File: src/rtl/closest_hit_sequencer_if.sv
// Signal bundle between the closest-hit sequencer and its neighbours: the ray
// controller, triangle memory, the intersection pipeline and the hit consumer.
interface closest_hit_sequencer_if #(
  parameter int ADDR_W = 12
);
  logic                     i_start;
  logic [0:1][0:2][31:0]    i_ray;
  logic [ADDR_W-1:0]        i_tri_base;
  logic [ADDR_W-1:0]        i_tri_count;
  logic                     o_busy;
  logic                     o_tri_rd;
  logic [ADDR_W-1:0]        o_tri_addr;
  logic [0:2][0:2][31:0]    i_tri_data;
  logic                     o_isect_en;
  logic [0:2][0:2][31:0]    o_isect_tri;
  logic [0:1][0:2][31:0]    o_isect_ray;
  logic signed [31:0]       i_isect_t;
  logic                     i_isect_result;
  logic                     i_isect_valid;
  logic                     o_hit_valid;
  logic                     i_hit_ready;
  logic                     o_hit;
  logic signed [31:0]       o_hit_t;
  logic [ADDR_W-1:0]        o_hit_idx;
  logic                     o_err;

  modport master (
    input  i_start, i_ray, i_tri_base, i_tri_count, i_tri_data,
           i_isect_t, i_isect_result, i_isect_valid, i_hit_ready,
    output o_busy, o_tri_rd, o_tri_addr, o_isect_en, o_isect_tri, o_isect_ray,
           o_hit_valid, o_hit, o_hit_t, o_hit_idx, o_err
  );

  modport slave (
    output i_start, i_ray, i_tri_base, i_tri_count, i_tri_data,
           i_isect_t, i_isect_result, i_isect_valid, i_hit_ready,
    input  o_busy, o_tri_rd, o_tri_addr, o_isect_en, o_isect_tri, o_isect_ray,
           o_hit_valid, o_hit, o_hit_t, o_hit_idx, o_err
  );
endinterface

File: src/rtl/closest_hit_sequencer.sv
// Streams one ray's triangles into the intersection pipeline, reduces the in-order
// responses to the closest hit and offers it on a valid/ready handshake.
module closest_hit_sequencer #(
  parameter int                 ADDR_W  = 12,
  parameter int                 TIMEOUT = 256,
  parameter logic signed [31:0] T_MAX   = 32'sh7fffffff
) (
  input  logic                    i_clk,
  input  logic                    i_rst,
  closest_hit_sequencer_if.master bus
);
  localparam int WD_W = $clog2(TIMEOUT + 1);

  typedef enum logic [1:0] {
    IDLE   = 2'd0,
    ISSUE  = 2'd1,
    DRAIN  = 2'd2,
    RESULT = 2'd3
  } state_t;

  state_t                state;
  state_t                state_next;
  logic [0:1][0:2][31:0] ray;
  logic [ADDR_W-1:0]     base;
  logic [ADDR_W-1:0]     count;
  logic [ADDR_W-1:0]     issue_cnt;
  logic [ADDR_W-1:0]     resp_cnt;
  logic [ADDR_W-1:0]     tri_addr;
  logic [ADDR_W-1:0]     best_idx;
  logic signed [31:0]    best_t;
  logic [WD_W-1:0]       wd;
  logic                  hit;
  logic                  err;
  logic                  busy;
  logic                  tri_rd;
  logic                  isect_en;
  logic                  hit_valid;
  logic                  last_issue;
  logic                  resp_done;
  logic                  timeout;
  logic                  better;

  assign last_issue = (issue_cnt == (count - ADDR_W'(1)));
  // Widened by one bit so a full 2^ADDR_W-1 count cannot wrap the completion test.
  assign resp_done  = (({1'b0, resp_cnt} + {{ADDR_W{1'b0}}, bus.i_isect_valid}) == {1'b0, count});
  assign timeout    = !bus.i_isect_valid && (wd == WD_W'(TIMEOUT - 1));
  assign better     = bus.i_isect_valid && bus.i_isect_result && (bus.i_isect_t < best_t);

  assign bus.o_busy      = busy;
  assign bus.o_tri_rd    = tri_rd;
  assign bus.o_tri_addr  = tri_addr;
  assign bus.o_isect_en  = isect_en;
  assign bus.o_isect_tri = isect_en ? bus.i_tri_data : {9{32'h0000_0000}};
  assign bus.o_isect_ray = ray;
  assign bus.o_hit_valid = hit_valid;
  assign bus.o_hit       = hit;
  assign bus.o_hit_t     = best_t;
  assign bus.o_hit_idx   = best_idx;
  assign bus.o_err       = err;

  // State register.
  always_ff @(posedge i_clk) begin
    if (i_rst) state <= IDLE;
    else       state <= state_next;
  end

  // Next-state logic.
  always_comb begin
    state_next = state;
    case (state)
      IDLE: begin
        if (bus.i_start) state_next = (bus.i_tri_count == {ADDR_W{1'b0}}) ? RESULT : ISSUE;
        else             state_next = IDLE;
      end
      ISSUE: begin
        if (last_issue) state_next = DRAIN;
        else            state_next = ISSUE;
      end
      DRAIN: begin
        if (resp_done || timeout) state_next = RESULT;
        else                      state_next = DRAIN;
      end
      RESULT: begin
        if (bus.i_hit_ready) state_next = IDLE;
        else                 state_next = RESULT;
      end
      default: state_next = IDLE;
    endcase
  end

  // Datapath: issue address, response reduction, watchdog and registered outputs.
  always_ff @(posedge i_clk) begin
    if (i_rst) begin
      ray       <= {6{32'h0000_0000}};
      base      <= {ADDR_W{1'b0}};
      count     <= {ADDR_W{1'b0}};
      issue_cnt <= {ADDR_W{1'b0}};
      resp_cnt  <= {ADDR_W{1'b0}};
      tri_addr  <= {ADDR_W{1'b0}};
      best_idx  <= {ADDR_W{1'b0}};
      best_t    <= 32'sh0000_0000;
      wd        <= {WD_W{1'b0}};
      hit       <= 1'b0;
      err       <= 1'b0;
      busy      <= 1'b0;
      tri_rd    <= 1'b0;
      isect_en  <= 1'b0;
      hit_valid <= 1'b0;
    end else begin
      busy      <= (state_next != IDLE);
      tri_rd    <= (state_next == ISSUE);
      isect_en  <= tri_rd;
      hit_valid <= (state_next == RESULT);
      case (state)
        IDLE: begin
          if (bus.i_start) begin
            ray       <= bus.i_ray;
            base      <= bus.i_tri_base;
            count     <= bus.i_tri_count;
            tri_addr  <= bus.i_tri_base;
            issue_cnt <= {ADDR_W{1'b0}};
            resp_cnt  <= {ADDR_W{1'b0}};
            best_idx  <= {ADDR_W{1'b0}};
            best_t    <= T_MAX;
            wd        <= {WD_W{1'b0}};
            hit       <= 1'b0;
            err       <= 1'b0;
          end
        end
        ISSUE, DRAIN: begin
          if (state == ISSUE) begin
            issue_cnt <= issue_cnt + ADDR_W'(1);
            tri_addr  <= tri_addr + ADDR_W'(1);
          end
          if (bus.i_isect_valid) resp_cnt <= resp_cnt + ADDR_W'(1);
          if (better) begin
            best_t   <= bus.i_isect_t;
            best_idx <= base + resp_cnt;
            hit      <= 1'b1;
          end
          // The watchdog only runs in DRAIN and restarts on every response.
          if (state == ISSUE || bus.i_isect_valid) wd <= {WD_W{1'b0}};
          else                                     wd <= wd + WD_W'(1);
          if (state == DRAIN && timeout && !resp_done) err <= 1'b1;
        end
        default: begin
        end
      endcase
    end
  end
endmodule

File: src/flat_wrapper.sv
// flat-port wrapper written by rule: the top's interface ports become plain ports
module closest_hit_sequencer_flat 
#(
  parameter int                 ADDR_W  = 12,
  parameter int                 TIMEOUT = 256,
  parameter logic signed [31:0] T_MAX   = 32'sh7fffffff
)
  (i_clk, i_rst, bus_i_start, bus_i_ray, bus_i_tri_base, bus_i_tri_count, bus_i_tri_data, bus_i_isect_t, bus_i_isect_result, bus_i_isect_valid, bus_i_hit_ready, bus_o_busy, bus_o_tri_rd, bus_o_tri_addr, bus_o_isect_en, bus_o_isect_tri, bus_o_isect_ray, bus_o_hit_valid, bus_o_hit, bus_o_hit_t, bus_o_hit_idx, bus_o_err);
  closest_hit_sequencer_if #(.ADDR_W(ADDR_W)) bus_i ();
  input  logic i_clk;
  input  logic i_rst;
  input wire logic [$bits(bus_i.i_start)-1:0] bus_i_start;
  input wire logic [$bits(bus_i.i_ray)-1:0] bus_i_ray;
  input wire logic [$bits(bus_i.i_tri_base)-1:0] bus_i_tri_base;
  input wire logic [$bits(bus_i.i_tri_count)-1:0] bus_i_tri_count;
  input wire logic [$bits(bus_i.i_tri_data)-1:0] bus_i_tri_data;
  input wire logic [$bits(bus_i.i_isect_t)-1:0] bus_i_isect_t;
  input wire logic [$bits(bus_i.i_isect_result)-1:0] bus_i_isect_result;
  input wire logic [$bits(bus_i.i_isect_valid)-1:0] bus_i_isect_valid;
  input wire logic [$bits(bus_i.i_hit_ready)-1:0] bus_i_hit_ready;
  output wire logic [$bits(bus_i.o_busy)-1:0] bus_o_busy;
  output wire logic [$bits(bus_i.o_tri_rd)-1:0] bus_o_tri_rd;
  output wire logic [$bits(bus_i.o_tri_addr)-1:0] bus_o_tri_addr;
  output wire logic [$bits(bus_i.o_isect_en)-1:0] bus_o_isect_en;
  output wire logic [$bits(bus_i.o_isect_tri)-1:0] bus_o_isect_tri;
  output wire logic [$bits(bus_i.o_isect_ray)-1:0] bus_o_isect_ray;
  output wire logic [$bits(bus_i.o_hit_valid)-1:0] bus_o_hit_valid;
  output wire logic [$bits(bus_i.o_hit)-1:0] bus_o_hit;
  output wire logic [$bits(bus_i.o_hit_t)-1:0] bus_o_hit_t;
  output wire logic [$bits(bus_i.o_hit_idx)-1:0] bus_o_hit_idx;
  output wire logic [$bits(bus_i.o_err)-1:0] bus_o_err;
  assign bus_i.i_start = bus_i_start;
  assign bus_i.i_ray = bus_i_ray;
  assign bus_i.i_tri_base = bus_i_tri_base;
  assign bus_i.i_tri_count = bus_i_tri_count;
  assign bus_i.i_tri_data = bus_i_tri_data;
  assign bus_i.i_isect_t = bus_i_isect_t;
  assign bus_i.i_isect_result = bus_i_isect_result;
  assign bus_i.i_isect_valid = bus_i_isect_valid;
  assign bus_i.i_hit_ready = bus_i_hit_ready;
  assign bus_o_busy = bus_i.o_busy;
  assign bus_o_tri_rd = bus_i.o_tri_rd;
  assign bus_o_tri_addr = bus_i.o_tri_addr;
  assign bus_o_isect_en = bus_i.o_isect_en;
  assign bus_o_isect_tri = bus_i.o_isect_tri;
  assign bus_o_isect_ray = bus_i.o_isect_ray;
  assign bus_o_hit_valid = bus_i.o_hit_valid;
  assign bus_o_hit = bus_i.o_hit;
  assign bus_o_hit_t = bus_i.o_hit_t;
  assign bus_o_hit_idx = bus_i.o_hit_idx;
  assign bus_o_err = bus_i.o_err;
  closest_hit_sequencer #(.ADDR_W(ADDR_W), .TIMEOUT(TIMEOUT), .T_MAX(T_MAX)) u_core (.i_clk(i_clk), .i_rst(i_rst), .bus(bus_i));
endmodule
File: config.mk
export PLATFORM = sky130hd
export DESIGN_NAME = closest_hit_sequencer_flat
export DESIGN_NICKNAME = d
export VERILOG_FILES = /design/src/rtl/closest_hit_sequencer_if.sv /design/src/rtl/closest_hit_sequencer.sv /design/src/flat_wrapper.sv
export SDC_FILE = /design/constraint.sdc
export NUM_CORES = 1
export LEC_CHECK = 0
export CAP_MARGIN = 20
export CORE_AREA = 3 3 426 428
export CTS_CLUSTER_DIAMETER = 120
export DETAILED_ROUTE_END_ITERATION = 10
export DIE_AREA = 0 0 429 431
export GPL_ROUTABILITY_DRIVEN = 1
export MAX_ROUTING_LAYER = met4
export PLACE_DENSITY_LB_ADDON = 0.2
export SKIP_LAST_GASP = 1
export SLEW_MARGIN = 5
export SYNTH_ARGS = -nofsm -noshare
export SYNTH_HDL_FRONTEND = slang
export SYNTH_SLANG_ARGS = --single-unit
File: constraint.sdc
create_clock -name i_clk -period 4.1 [get_ports i_clk]
set_input_delay 0.82 -clock i_clk [delete_from_list [all_inputs] [get_ports i_clk]]
set_output_delay 0.82 -clock i_clk [all_outputs]
set_load 0.02 [all_outputs]
# Yosys cells after proc, flatten, opt, wreduce, memory -nomap -nowiden
# Index checks and enable logic that the tools add are counted.
[totals]
output_inout_bits = 542
inputBits = 542
elab_cells = 90
reg_bits = 313
[op_classes]
mux = 28
add_sub_neg = 7
eq_ne = 13
n_reduce_logical = 20
magnitude_cmp = 1
[op_table]
columns = ["operator", "count"]
rows = [
  ["$mux W288", 1],
  ["$pmux W12 S2", 4],
  ["$mux W12", 6],
  ["$mux W32", 2],
  ["$pmux W32 S2", 1],
  ["$add A12 B1 Y12 const B", 3],
  ["$lt A32 B32 Y1", 1],
  ["$mux W9", 2],
  ["$pmux W9 S2", 1],
  ["$add A12 B1 Y13", 1],
  ["$eq A13 B12 Y1", 1],
  ["$add A12 B12 Y12", 1],
  ["$eq A12 B12 Y1", 1],
  ["$logic_not A12 Y1", 1],
  ["$reduce_and A3 Y1", 4],
  ["$sub A12 B1 Y12 const B", 1],
  ["$add A9 B1 Y9 const B", 1],
  ["$eq A9 B8 Y1 const B", 1],
  ["$mux W2", 4],
  ["$pmux W2 S4", 1],
  ["$eq A2 B2 Y1 const B", 3],
  ["$ne A2 B1 Y1 const B", 3],
  ["$logic_and A1 B1 Y1", 5],
  ["$eq A2 B1 Y1 const B", 2],
  ["9 further kinds", 18],
]

# Depth between registers and ports, before layout
[depth]
ltp_word = 6
mapped_depth = 11
ltp_nobuf = 10

# Worst setup path after synthesis
# No wires, ideal clock.
[synth_path]
path_type = "input to register"
startpoint = "in bus_i_isect_valid"
endpoint = "reg u_core.tri_rd, in the netlist u_core.bus.o_tri_rd"
setup_time_ns = 0.080
slack_ns = 1.158
arrival_ns = 2.862
path_buffers = 1
required_ns = 4.020
path_stages = 10
path_cell_list = "ha_1 ha_1 and4_1 buf_4 or4b_4 a2111oi_4 nand4_1 and4b_1 a221oi_2 nor3b_1"
[synth_via]
elab_chain_cells = 6
elab_cells_between_ends = 8
cone_classes = "1 x add/sub; 2 x eq/ne; 2 x mux; 3 x reduce/logical"
[synth_rtl]
columns = ["element", "line", "source"]
rows = [
  ["from (decl)", "flat_wrapper.sv:19", "input wire logic [$bits(bus_i.i_isect_valid)-1:0] bus_i_isect_valid;"],
  ["$add A12 B1 Y13 / $logic_not A1 Y1 (equally long branches)", "closest_hit_sequencer.sv:45, closest_hit_sequencer.sv:46", ""],
  ["$eq A13 B12 Y1 / $logic_and A1 B1 Y1 (equally long branches)", "closest_hit_sequencer.sv:45, closest_hit_sequencer.sv:46", ""],
  ["$logic_or A1 B1 Y1 *", "closest_hit_sequencer.sv:80", "if (resp_done || timeout) state_next = RESULT;"],
  ["$mux W1 *", "closest_hit_sequencer.sv:80", ""],
  ["$pmux W2 S4 *", "closest_hit_sequencer.sv:70", "case (state)"],
  ["$eq A2 B1 Y1 *", "closest_hit_sequencer.sv:111", "tri_rd <= (state_next == ISSUE);"],
  ["to (signal assigned)", "closest_hit_sequencer.sv:111", ""],
  ["to (decl)", "closest_hit_sequencer.sv:35", "logic tri_rd;"],
]
# Mark *: on every way between the ends. The rest lies on a longest branch, timed or not.
# A chain may end at the register's enable or synchronous reset.

# Worst setup path after layout
[layout_path]
startpoint = "reg u_core.isect_en, in the netlist u_core.bus.o_isect_en"
endpoint = "out bus_o_isect_tri[146]"
[layout_via]
elab_chain_cells = 1
[layout_rtl]
columns = ["element", "line", "source"]
rows = [
  ["from (decl)", "closest_hit_sequencer.sv:36", "logic isect_en;"],
  ["from (signal assigned)", "closest_hit_sequencer.sv:112", "isect_en <= tri_rd;"],
  ["$mux W288", "closest_hit_sequencer.sv:53", "assign bus.o_isect_tri = isect_en ? bus.i_tri_data : {9{32'h0000_0000}};"],
  ["to (decl)", "flat_wrapper.sv:25", "output wire logic [$bits(bus_i.o_isect_tri)-1:0] bus_o_isect_tri;"],
]
# No other way between the ends.

==> run summary <==
Die X - 429 um
Clock root buffer - clkbuf_16
Critical path endpoint category - output pin
Synth Register Bits - 313
Sequential Area - 0.00627 mm2
Top post-synthesis cells by count - nand2_1, dfxtp_1, and2_1
Postcts setup bufs - 0
Port buffer count - 1083
ANT nets after route - 0
Number of global-route vias before repair - 18309
Final setup fails - 0
Post-Syn Instances - 1992
TritonCTS Buffers - 48
Startpoint Class - register
Seq/Total Area, Yosys - 0.408
Syn Nets - 2589
Layout cells sized above 1 - 0.0587
Drc violations - 0
Unrepaired setup endpoints after global routing - false
CTS max path bufs - 3
Async S/R FF share, synth - 0
Row count - 155
Wire length of the first global-routing pass - 211000 um
Power per cell area - 342 mW/mm2
Largest area contributor in the netlist - dfxtp_1
Final Net Count - 3608
Sum Neg Setup Slack - 0 ps
Synthesis-to-layout area growth - 100%
Clk Latency, worst-skew pair - 650 ps
Core area - 0.178 mm2
Starting Density - 0.0863
Number of synthesized flops with an enable pin - 0
Number of max-cap violations - 0
Min Tclk post-route - 3790 ps
Syn_area_per_cell - 7.72 um2
FMAX - 264 MHz
Slowest CP cell - clkdlybuf4s50_1
Synthesis Warnings - 0
Top post-synthesis cells by area - dfxtp_1, and2_1, nand2_1
Rel. slew slack - 0.353
Ports - 1084
Place WS - 194 ps
Detailed Place HPWL - 149000 um
Initial antenna violation count - 100
CP Cell Sequence - buf_12 > and2_1 > clkdlybuf4s50_1
Critical path data arrival time - 2970 ps
Yosys cell types - 68
Most common cell in the synthesized netlist - nand2_1
Final Hold Vio Count - 0
Ys flop type - dfxtp_1
Hold Path Class - reg2reg
Pre-Repair DR Iteration Count - 5
Clock Sink Count - 313
Multi-input combinational cell area - 0.00838 mm2
DR iter-0 viols - 1100
CTS tree - yes
VDD IR-drop max - 0.000288 V
Status - complete, no violations
Pleak - 0.0108 uW
Post-cts resize count - 0
Routed wire per std cell - 31.4 um
Final WL - 172000 um
Worst Max-Slew Pin Slew - 964 ps
Via count - 18951
Final worst slack - 311 ps
Largest net degree at the start of global routing - 128
Htree depth - 2
Global route overflow - 0
CP Max Fanout - 65
Synthesized area - 0.0154 mm2
Via density - 3.45
Placer Congestion - 1.03
Fillers - 20278
Clk pin slew, worst setup/hold paths - 60 ps
Final Slew Violations - 0
Worst Path Required - 3280 ps
Top cell type's share of synthesized area - 0.408
Total global routing track utilization - 0.183
CP Class - reg2out
Die outline area - 0.185 mm2
Hold buffer count at CTS - 0
Final worst path period share - 0.924
Die height - 431 um
CP peak stage delay - 730 ps
Clk_skew - 23.3 ps
## power by group
part / leakage (uW) / switching [uW] / total (uW) / internal [uW]
combinational: 0.00743 / 1450 / 2650 / 1200
sequential: 0.00257 / 155 / 3390 / 3230
clock: 0.000819 / 1800 / 4510 / 2720
total: 0.0108 / 3400 / 10500 / 7150
## per-layer routing
layer  track usage  part of all wire  wire, um
met2         0.299              0.48     82700
met5             -                 0         0
met1         0.181              0.35     61000
met3        0.0760             0.097     16700
met4         0.113             0.071     12200
## worst max-delay path, delay by kind of cell (launching register included)
| family | cells | cell delay (ps) |
|---|---|---|
| buffers and inverters | 2 | 1050 |
| flip-flops | 1 | 620 |
| AND/OR/NAND/NOR | 1 | 570 |
## stage by stage
| step | total power, uW | instance area (um2) | std cells | hold WS [ps] | util |
|---|---|---|---|---|---|
| finish | 10500 | 30800 | 5498 | 452 | 0.173 |
| detailed placement | 6120 | 28900 | 5315 | 446 | 0.162 |
| CTS | 10800 | 30600 | 5401 | 454 | 0.171 |
| global placement | 6130 | 28900 | 5315 | 441 | 0.162 |
| floorplan | 4410 | 15400 | 1992 | 440 | - |
| global route | 11000 | 30800 | 5493 | 470 | 0.173 |
## path summary, 6_finish.rpt
path	start	cells after the start	to	slack [ps]
worst min-delay path	u_core.bus.o_isect_ray[158]	2	u_core.bus.o_isect_ray[158]	450
worst max-delay path	u_core.bus.o_isect_en	3	bus_o_isect_tri[146]	310
worst min register to register	u_core.bus.o_isect_ray[158]	2	u_core.bus.o_isect_ray[158]	450
worst max register to register	u_core.state[0]	9	u_core.bus.o_hit_t[27]	860
## cell type report
class | instances | area share
Timing Repair Buffer | 1111 | 0.360
Multi-Input combinational cell | 1483 | 0.272
Sequential cell | 313 | 0.203
Tap cell | 2355 | 0.0956
Clock buffer | 63 | 0.0428
Clock inverter | 23 | 0.0114
Antenna cell | 96 | 0.00780
Inverter | 54 | 0.00658
## cells in the final DEF (no fill, tap or decap), types with 7 or more instances in the layout
cell	instances
o211ai_1	16
nor4_1	9
o21ai_0	23
dfxtp_1	312
and3_1	9
a21oi_1	287
inv_1	53
and2_1	295
diode_2	96
nor2_1	60
o221a_2	31
xnor2_1	25
nand2_1	471
clkinv_2	7
bufinv_16	7
clkbuf_1	10
nand3_1	36
buf_12	8
clkbuf_16	49
clkdlybuf4s50_1	1063
or3_1	9
buf_4	39
ha_1	54
nand4_1	15
xor2_1	31
nor3_1	17
## state kept, by name (all words and copies together), names as in the netlist
name and cells:
u_core.base 12, u_core.bus.o_busy 1, u_core.bus.o_err 1, u_core.bus.o_hit 1
u_core.bus.o_hit_idx 12, u_core.bus.o_hit_t 32, u_core.bus.o_hit_valid 1, u_core.bus.o_isect_en 1
u_core.bus.o_isect_ray 192, u_core.bus.o_tri_addr 12, u_core.bus.o_tri_rd 1, u_core.count 12
u_core.issue_cnt 12, u_core.resp_cnt 12, u_core.state 2, u_core.wd 9
## logic make-up after synthesis
| group | share of synthesized area |
|---|---|
| adders and majority gates | 0.0452 |
| AOI/OAI and AO/OA | 0.159 |
| xor gates and xnor gates | 0.0319 |
| and+or+nand+nor | 0.302 |
| muxes | 0.00537 |
| DFF | 0.408 |
| buffers and inverters | 0.0492 |
(Power assumes the default switching activity.)
